## config.mk

```make
export PLATFORM = sky130hd
export DESIGN_NAME = shift_serializer_flat
export DESIGN_NICKNAME = d
export VERILOG_FILES = /design/src/rtl/shift_serializer_if.sv /design/src/rtl/shift_serializer.sv /design/src/flat_wrapper.sv
export SDC_FILE = /design/constraint.sdc
export NUM_CORES = 1
export LEC_CHECK = 0
export ABC_AREA = 1
export CORE_MARGIN = 5
export CORE_UTILIZATION = 30
export DETAILED_ROUTE_END_ITERATION = 8
export SLEW_MARGIN = 25
export SYNTH_ARGS = -nofsm -noshare
export SYNTH_HDL_FRONTEND = slang
export SYNTH_SLANG_ARGS = --single-unit
export TNS_END_PERCENT = 10
```

## constraint.sdc

```tcl
create_clock -name clk -period 1.4 [get_ports clk]
set_input_delay 0.35 -clock clk [delete_from_list [all_inputs] [get_ports clk]]
set_output_delay 0.35 -clock clk [all_outputs]
set_load 0.02 [all_outputs]
```

## src/rtl/shift_serializer_if.sv

```systemverilog
// Parallel-in / serial-out handshake bundle for shift_serializer.
// The upstream side presents words on din/din_valid and sees din_ready.
// The downstream side sees sout/sout_valid/sout_last and drives sout_ready.
interface shift_serializer_if #(
   parameter int WIDTH = 8
);
   logic [WIDTH-1:0] din;
   logic             din_valid;
   logic             din_ready;
   logic             sout;
   logic             sout_valid;
   logic             sout_ready;
   logic             sout_last;

   // Environment side: produces words, consumes serial bits.
   modport master (
      output din,
      output din_valid,
      output sout_ready,
      input  din_ready,
      input  sout,
      input  sout_valid,
      input  sout_last
   );

   // Serializer side.
   modport slave (
      input  din,
      input  din_valid,
      input  sout_ready,
      output din_ready,
      output sout,
      output sout_valid,
      output sout_last
   );
endinterface

```

## src/rtl/shift_serializer.sv

```systemverilog
// LSB-first parallel-to-serial converter with valid/ready on both sides.
// A word is loaded into shreg and shifted out one bit per accepted transfer.
// The next word may be loaded on the same edge as the final bit of the
// current word, so back-to-back words stream with no bubble.
module shift_serializer #(
   parameter int WIDTH = 8
) (
   input  logic               clk,
   input  logic               rst_n,
   shift_serializer_if.slave  bus
);

   // Counter wide enough to index bits 0..WIDTH-1.
   localparam int CNT_W = (WIDTH > 1) ? $clog2(WIDTH) : 1;
   localparam logic [CNT_W-1:0] LAST_CNT = CNT_W'(WIDTH - 1);

   typedef enum logic {
      IDLE  = 1'b0,
      SHIFT = 1'b1
   } state_t;

   state_t             state_reg;
   state_t             state_next;
   logic [WIDTH-1:0]   shreg_reg;
   logic [WIDTH-1:0]   shreg_next;
   logic [CNT_W-1:0]   cnt_reg;
   logic [CNT_W-1:0]   cnt_next;

   logic               sout_valid;
   logic               sout_bit;
   logic               sout_last;
   logic               din_ready;
   logic               load;
   logic               xfer;

   // State register: reset discards any partially serialized word.
   always_ff @(posedge clk or negedge rst_n) begin
      if (!rst_n) begin
         state_reg <= IDLE;
         shreg_reg <= '0;
         cnt_reg   <= '0;
      end else begin
         state_reg <= state_next;
         shreg_reg <= shreg_next;
         cnt_reg   <= cnt_next;
      end
   end

   // Next-state and output decode; a load takes priority over the
   // final-bit return to IDLE so consecutive words run without a gap.
   always_comb begin
      state_next = state_reg;
      shreg_next = shreg_reg;
      cnt_next   = cnt_reg;
      sout_valid = 1'b0;
      sout_bit   = 1'b0;
      sout_last  = 1'b0;
      din_ready  = 1'b0;
      load       = 1'b0;
      xfer       = 1'b0;

      case (state_reg)
         IDLE: begin
            din_ready = 1'b1;
         end
         SHIFT: begin
            sout_valid = 1'b1;
            sout_bit   = shreg_reg[0];
            sout_last  = (cnt_reg == LAST_CNT);
            // Only the final bit frees the register for a new word.
            din_ready  = sout_last && bus.sout_ready;
         end
         default: begin
            state_next = IDLE;
         end
      endcase

      xfer = sout_valid && bus.sout_ready;
      load = bus.din_valid && din_ready;

      if (xfer) begin
         if (sout_last) begin
            state_next = IDLE;
            cnt_next   = '0;
         end else begin
            shreg_next = {1'b0, shreg_reg[WIDTH-1:1]};
            cnt_next   = cnt_reg + CNT_W'(1);
         end
      end

      if (load) begin
         shreg_next = bus.din;
         cnt_next   = '0;
         state_next = SHIFT;
      end
   end

   assign bus.din_ready  = din_ready;
   assign bus.sout       = sout_bit;
   assign bus.sout_valid = sout_valid;
   assign bus.sout_last  = sout_last;

endmodule

```

## src/flat_wrapper.sv

```systemverilog
// flat-port wrapper written by rule: the top's interface ports become plain ports
module shift_serializer_flat 
#(
   parameter int WIDTH = 8
)
  (clk, rst_n, bus_din, bus_din_valid, bus_sout_ready, bus_din_ready, bus_sout, bus_sout_valid, bus_sout_last);
  shift_serializer_if #(.WIDTH(WIDTH)) bus_i ();
  input  logic clk;
  input  logic rst_n;
  input wire logic [$bits(bus_i.din)-1:0] bus_din;
  input wire logic [$bits(bus_i.din_valid)-1:0] bus_din_valid;
  input wire logic [$bits(bus_i.sout_ready)-1:0] bus_sout_ready;
  output wire logic [$bits(bus_i.din_ready)-1:0] bus_din_ready;
  output wire logic [$bits(bus_i.sout)-1:0] bus_sout;
  output wire logic [$bits(bus_i.sout_valid)-1:0] bus_sout_valid;
  output wire logic [$bits(bus_i.sout_last)-1:0] bus_sout_last;
  assign bus_i.din = bus_din;
  assign bus_i.din_valid = bus_din_valid;
  assign bus_i.sout_ready = bus_sout_ready;
  assign bus_din_ready = bus_i.din_ready;
  assign bus_sout = bus_i.sout;
  assign bus_sout_valid = bus_i.sout_valid;
  assign bus_sout_last = bus_i.sout_last;
  shift_serializer #(.WIDTH(WIDTH)) u_core (.clk(clk), .rst_n(rst_n), .bus(bus_i));
endmodule
```

Word-level counts from Yosys, hierarchy flattened
Index checks and enable logic that the tools add are counted.
{"block": "op_classes", "bitwise": 1, "n_shift": 0, "div_mod_pow": 0, "order_cmp": 0, "reduce_logical": 7, "muxes": 13, "add_sub_neg": 1, "eq_ne": 2, "n_mul": 0}
{"operator": "$mux 8", "n": 3}
{"operator": "$mux 3", "n": 3}
{"operator": "$mux 1", "n": 6}
{"operator": "$reduce_and 2->1", "n": 2}
{"operator": "$reduce_bool 2->1", "n": 2}
{"operator": "$add 3x1->3 const B", "n": 1}
{"operator": "$eq 3x3->1 const B", "n": 1}
{"operator": "$logic_and 1x1->1", "n": 3}
{"operator": "$ne 2x1->1 const B", "n": 1}
{"operator": "$pmux 1 s2", "n": 1}
{"operator": "$not 1->1", "n": 1}
{"block": "totals", "in_bits": 12, "elab_cells": 27, "memories": 0, "out_inout_bits": 4, "latchBits": 0, "mem_bits_ro": 0, "ff_bits": 12, "ramBits": 0}

Depth between registers and ports, before layout
{"block": "logic_depth", "word_depth": 6, "depth_mapped": 8, "mapped_depth_nobuf": 8}

Least setup slack after synthesis
OpenSTA, ideal clock, no wires.
{"block": "synth_timing", "path_type": "register -> output", "start": "register u_core.cnt_reg[0]", "end": "output port bus_din_ready", "stages_incl_launch_ff": 6, "n_path_buf": 1, "arrival_ns": 1.052, "slack_ns": -0.002, "required_ns": 1.050, "path_cell_list": "dfrtp_1 ha_1 ha_1 nand2_1 nand2_1 buf_2"}
{"block": "synth_between", "elab_chain_cells": 3}
{"item": "start: declaration", "line_no": "shift_serializer.sv:26", "rtl": "logic [CNT_W-1:0] cnt_reg;"}
{"item": "start signal: assignment", "line_no": "shift_serializer.sv:45", "rtl": "cnt_reg <= cnt_next;"}
{"item": "$eq 3x3->1", "line_no": "shift_serializer.sv:69", "rtl": "sout_last = (cnt_reg == LAST_CNT);"}
{"item": "$logic_and 1x1->1", "line_no": "shift_serializer.sv:71", "rtl": "din_ready = sout_last && bus.sout_ready;"}
{"item": "$pmux 1 s2", "line_no": "shift_serializer.sv:62", "rtl": "case (state_reg)"}
{"item": "end: declaration", "line_no": "flat_wrapper.sv:13", "rtl": "output wire logic [$bits(bus_i.din_ready)-1:0] bus_din_ready;"}
Every way passes these cells.

Worst setup path in the final report
{"block": "layout_timing", "start": "register u_core.cnt_reg[1]", "end": "output port bus_din_ready"}
The elaborated chain is that of the path after synthesis.

==> results.txt <==
The number of port buffers came out at 15. Power comes to 1.366 mW. The element type at the critical path end was a primary output. The logs give 0 for the antenna diode count and 605 for the via count of the first global-routing pass. The clock arrives with 4.881 ps of skew. Counting every net in the synthesized netlist gives 110. The normalized max-slew margin is 0.8574.

For the weighted congestion reported at the end of routability-driven placement, the log shows 0.7512. Start of the worst register-to-register path: u_core.cnt_reg[1]$_DFFE_PN0P_. The critical path's most frequent cell is sky130_fd_sc_hd__nand2_2. The logs give 0.3156 for the effective utilization at floorplan and 1 for the number of H-tree levels. The slowest stage of the critical path belongs to the cell sky130_fd_sc_hd__dfrtp_1. Summing all non-filler instances in the final layout gives an area of 979.7 sq um. The number of setup violations in the final report is 11.

The number of synthesized register bits came out at 12. The proportion of layout cells with a drive suffix above 1 came out at 0.2101. In the final layout, the multi-input gates occupy 316.6 sq um. The initialized floorplan defines 17 standard-cell rows. The detailed-route DRC error count came out at 0.

The critical path class is register to primary output. For the core footprint, the log shows 0.002212 sq mm. The areal power density over the cells works out to 1394 mW/mm^2. The number of cells in the finished layout apart from fillers was 147. TritonCTS built the clock tree. The synthesized area divided by synthesized cell count came out at 7.273 sq um. The first routing iteration left 12 violations. The TritonCTS buffer count is 3.

Setup repair after global routing could not meet its margin everywhere. Data on the critical path is required at its endpoint by 1050 ps. The area growth from synthesis to layout is 40.32%. The maximum VDD drop is 0.8056 mV. For the count of mapped cells out of synthesis, the log shows 96.

The clock passes through at most 2 buffers. The number of buffer and inverter stages on the critical path is 1, and the setup total negative slack is -694.3 ps. The final critical-path required period is 1626 ps. The final-report hold violation count was 0. For the insertion delay of the later-clocked pin in the worst-skew pair, the log shows 270 ps. For the length of the first detailed-routing pass in iterations, the log shows 3. The final core utilization was 0.4429; the detailed-placement wirelength estimate was 1099 microns. The die width was 58.24 microns; the largest fanout on the critical path was 3. The number of placed instances, taps included, is 144. In this run, distinct cell masters in the synthesized netlist total 14. Traced cell by cell, the critical path runs through ha_2 > ha_4 > nand2_2 > nand2_2 > buf_6. Summed over all cells, the static leakage comes to 0.5525 nW. For the total overflow reported by the global router, the log shows 0.

The slack of the critical path is -226.4 ps, and the maximum number of pins on one net before global-route repair is 13. After clock tree synthesis, the flow added hold-fix buffers numbering 0. The number of top-level pins is 16, and the clock-pin slew reported for the worst setup and hold paths after clock tree synthesis is 80 ps. The run gives 12 as the CTS sink count.

The run finished, with violations left. Summing every instance area after synthesis gives 698.2 sq um. For this run, the number of Yosys warnings is 0. Beginning of the critical path: u_core.cnt_reg[1]$_DFFE_PN0P_. Sort of element at the start of the critical path: a register. The logs give 0 for the initial antenna violation count and 0.09747 for the total global routing track utilization.

The number of pins exceeding their max-slew limit in the final report is 0. Across all layers, the routed design uses 617 vias. For this run, the post-layout net count is 135. The max-capacitance violation count is 0, and the worst path arrival time is 1280 ps. The first global-routing pass estimated 2525 microns of wire.

Timing would allow up to 0.6149 GHz. The die covers 0.003392 sq mm. Clock tree synthesis selected as its root buffer the cell sky130_fd_sc_hd__clkbuf_4. The checks that failed: setup timing. The total of fill cells in the finished design came out at 248. The height of the die was 58.24 microns; the flip-flop count of the largest register, all copies and words added was 8. The actual transition at the worst max-transition pin is 213.6 ps.

The number of antenna-violating nets in the routed design came out at 0. Delay of the slowest cell on the worst path: 390 ps. The cell area reported after detailed placement came out at 932.1 sq um. On the critical path the largest part of the delay comes from flip-flops. The type of the tightest min-delay check is primary input to asynchronous set/reset pin. Area taken by flip-flops and latches: 301.5 sq um. Dividing the detail-routed via count by the number of cells gives 4.197. The post-detailed-route wirelength per cell was 9.769 microns; the post-synthesis sequential area ratio was 0.4301.

Summed over all layers, the routed wires come to 1436 microns. The fraction of the cycle the final worst path needs works out to 1.162.
## cell usage in the layout, fill, tap and decap left out
master / netlist / routed
sky130_fd_sc_hd__clkdlybuf4s50_1: 0 / 11
sky130_fd_sc_hd__o21ai_0: 3 / 2
sky130_fd_sc_hd__inv_2: 0 / 1
sky130_fd_sc_hd__clkbuf_4: 0 / 3
sky130_fd_sc_hd__o21ai_1: 1 / 2
sky130_fd_sc_hd__nand3_1: 16 / 16
sky130_fd_sc_hd__ha_4: 0 / 1
sky130_fd_sc_hd__dfrtp_2: 0 / 1
sky130_fd_sc_hd__inv_1: 23 / 22
sky130_fd_sc_hd__nand2_4: 1 / 2
sky130_fd_sc_hd__buf_6: 1 / 2
sky130_fd_sc_hd__buf_2: 1 / 1
sky130_fd_sc_hd__nand2_2: 1 / 3
sky130_fd_sc_hd__nor2_2: 1 / 1
sky130_fd_sc_hd__nand2_1: 32 / 29
sky130_fd_sc_hd__ha_2: 0 / 1
sky130_fd_sc_hd__buf_4: 0 / 6
sky130_fd_sc_hd__inv_4: 1 / 1
sky130_fd_sc_hd__buf_12: 0 / 1
sky130_fd_sc_hd__dlygate4sd2_1: 0 / 1
sky130_fd_sc_hd__dfrtp_1: 12 / 11
sky130_fd_sc_hd__nor2_8: 1 / 1
## metal layers
layer  track usage  part of all wire  wire (microns)  vias up
met5             0                 0               0        -
met3       0.04232             0.070             101        0
met1        0.1228              0.49             697      270
li1              -                 -               -      332
met4       0.01987                 0               0        0
met2        0.1548              0.44             637       15
## cell usage after synthesis
master,count,share of area
sky130_fd_sc_hd__nand2_1,32,0.17
sky130_fd_sc_hd__inv_1,23,0.12
sky130_fd_sc_hd__nand3_1,16,0.11
sky130_fd_sc_hd__dfrtp_1,12,0.43
sky130_fd_sc_hd__o21ai_0,3,0.021
sky130_fd_sc_hd__ha_1,2,0.036
sky130_fd_sc_hd__buf_2,1,0.0072
sky130_fd_sc_hd__buf_6,1,0.016
sky130_fd_sc_hd__inv_4,1,0.0090
sky130_fd_sc_hd__nand2_2,1,0.0090
sky130_fd_sc_hd__nand2_4,1,0.016
sky130_fd_sc_hd__nor2_2,1,0.0090
sky130_fd_sc_hd__nor2_8,1,0.029
sky130_fd_sc_hd__o21ai_1,1,0.0072
## metrics by stage
step,worst slack [ps],hold slack (ps)
5_1_grt,-300.0,384.0
2_1_floorplan,8.792,54.41
6_report,-226.4,371.7
4_1_cts,-236.1,369.1
3_3_place_gp,-550.0,465.6
3_5_place_dp,-542.0,467.9
## cell families (layout without fill, tap and decap cells)
| group | Yosys count | after routing | share of synthesized area |
|---|---|---|---|
| AOI/OAI and AO/OA | 4 | 4 | 0.02866 |
| and+or+nand+nor | 52 | 52 | 0.3495 |
| buffers and inverters | 26 | 49 | 0.1559 |
| adders and majority gates | 2 | 2 | 0.03584 |
| DFF | 12 | 12 | 0.4301 |
## worst reg2reg max path, stage by stage, from the launching register on
cell and delay, ps:
sky130_fd_sc_hd__dfrtp_1 390, sky130_fd_sc_hd__ha_2 200, sky130_fd_sc_hd__ha_4 160, sky130_fd_sc_hd__nand2_2 50, sky130_fd_sc_hd__nand2_2 70, sky130_fd_sc_hd__buf_4 180
sky130_fd_sc_hd__nand2_4 110, sky130_fd_sc_hd__nand2_1 60, sky130_fd_sc_hd__nand3_1 60, sky130_fd_sc_hd__nand2_1 50
## power by group
| group | total (mW) | leakage (nW) | switching [mW] | internal, mW |
|---|---|---|---|---|
| Clock | 0.214 | 0.0138 | 0.114 | 0.0995 |
| Sequential | 0.557 | 0.153 | 0.0795 | 0.477 |
| Combinational | 0.595 | 0.385 | 0.326 | 0.269 |
## worst paths after layout
check / cells past startpoint / to / slack, ps
worst min register to register: 2 / u_core.shreg_reg[6]$_DFFE_PN0P_ / 480
max in group asynchronous: 2 / u_core.state_reg$_DFFE_PN0P_ / 850
worst min-delay path: 2 / u_core.shreg_reg[1]$_DFFE_PN0P_ / 370
min in group clk: 2 / u_core.shreg_reg[6]$_DFFE_PN0P_ / 480
worst max-delay path: 5 / bus_din_ready / -230
worst max register to register: 9 / u_core.shreg_reg[3]$_DFFE_PN0P_ / -50
## layout make-up
cell class,count,share of cell area
clock buffers,3,0.02299
well taps,28,0.03576
repair buffers,22,0.2158
multi-input cells,58,0.3231
flip-flops and latches,12,0.3078
inverters,24,0.09451
## what timing repair did
| action | in CTS | in global routing |
|---|---|---|
| gates resized for setup | 23 | 4 |
| pin swaps | 0 | 2 |
| buffers inserted | 0 | 0 |
| endpoints found under the setup margin | 12 | 12 |
Note: power is estimated with default switching activity, not from simulation.
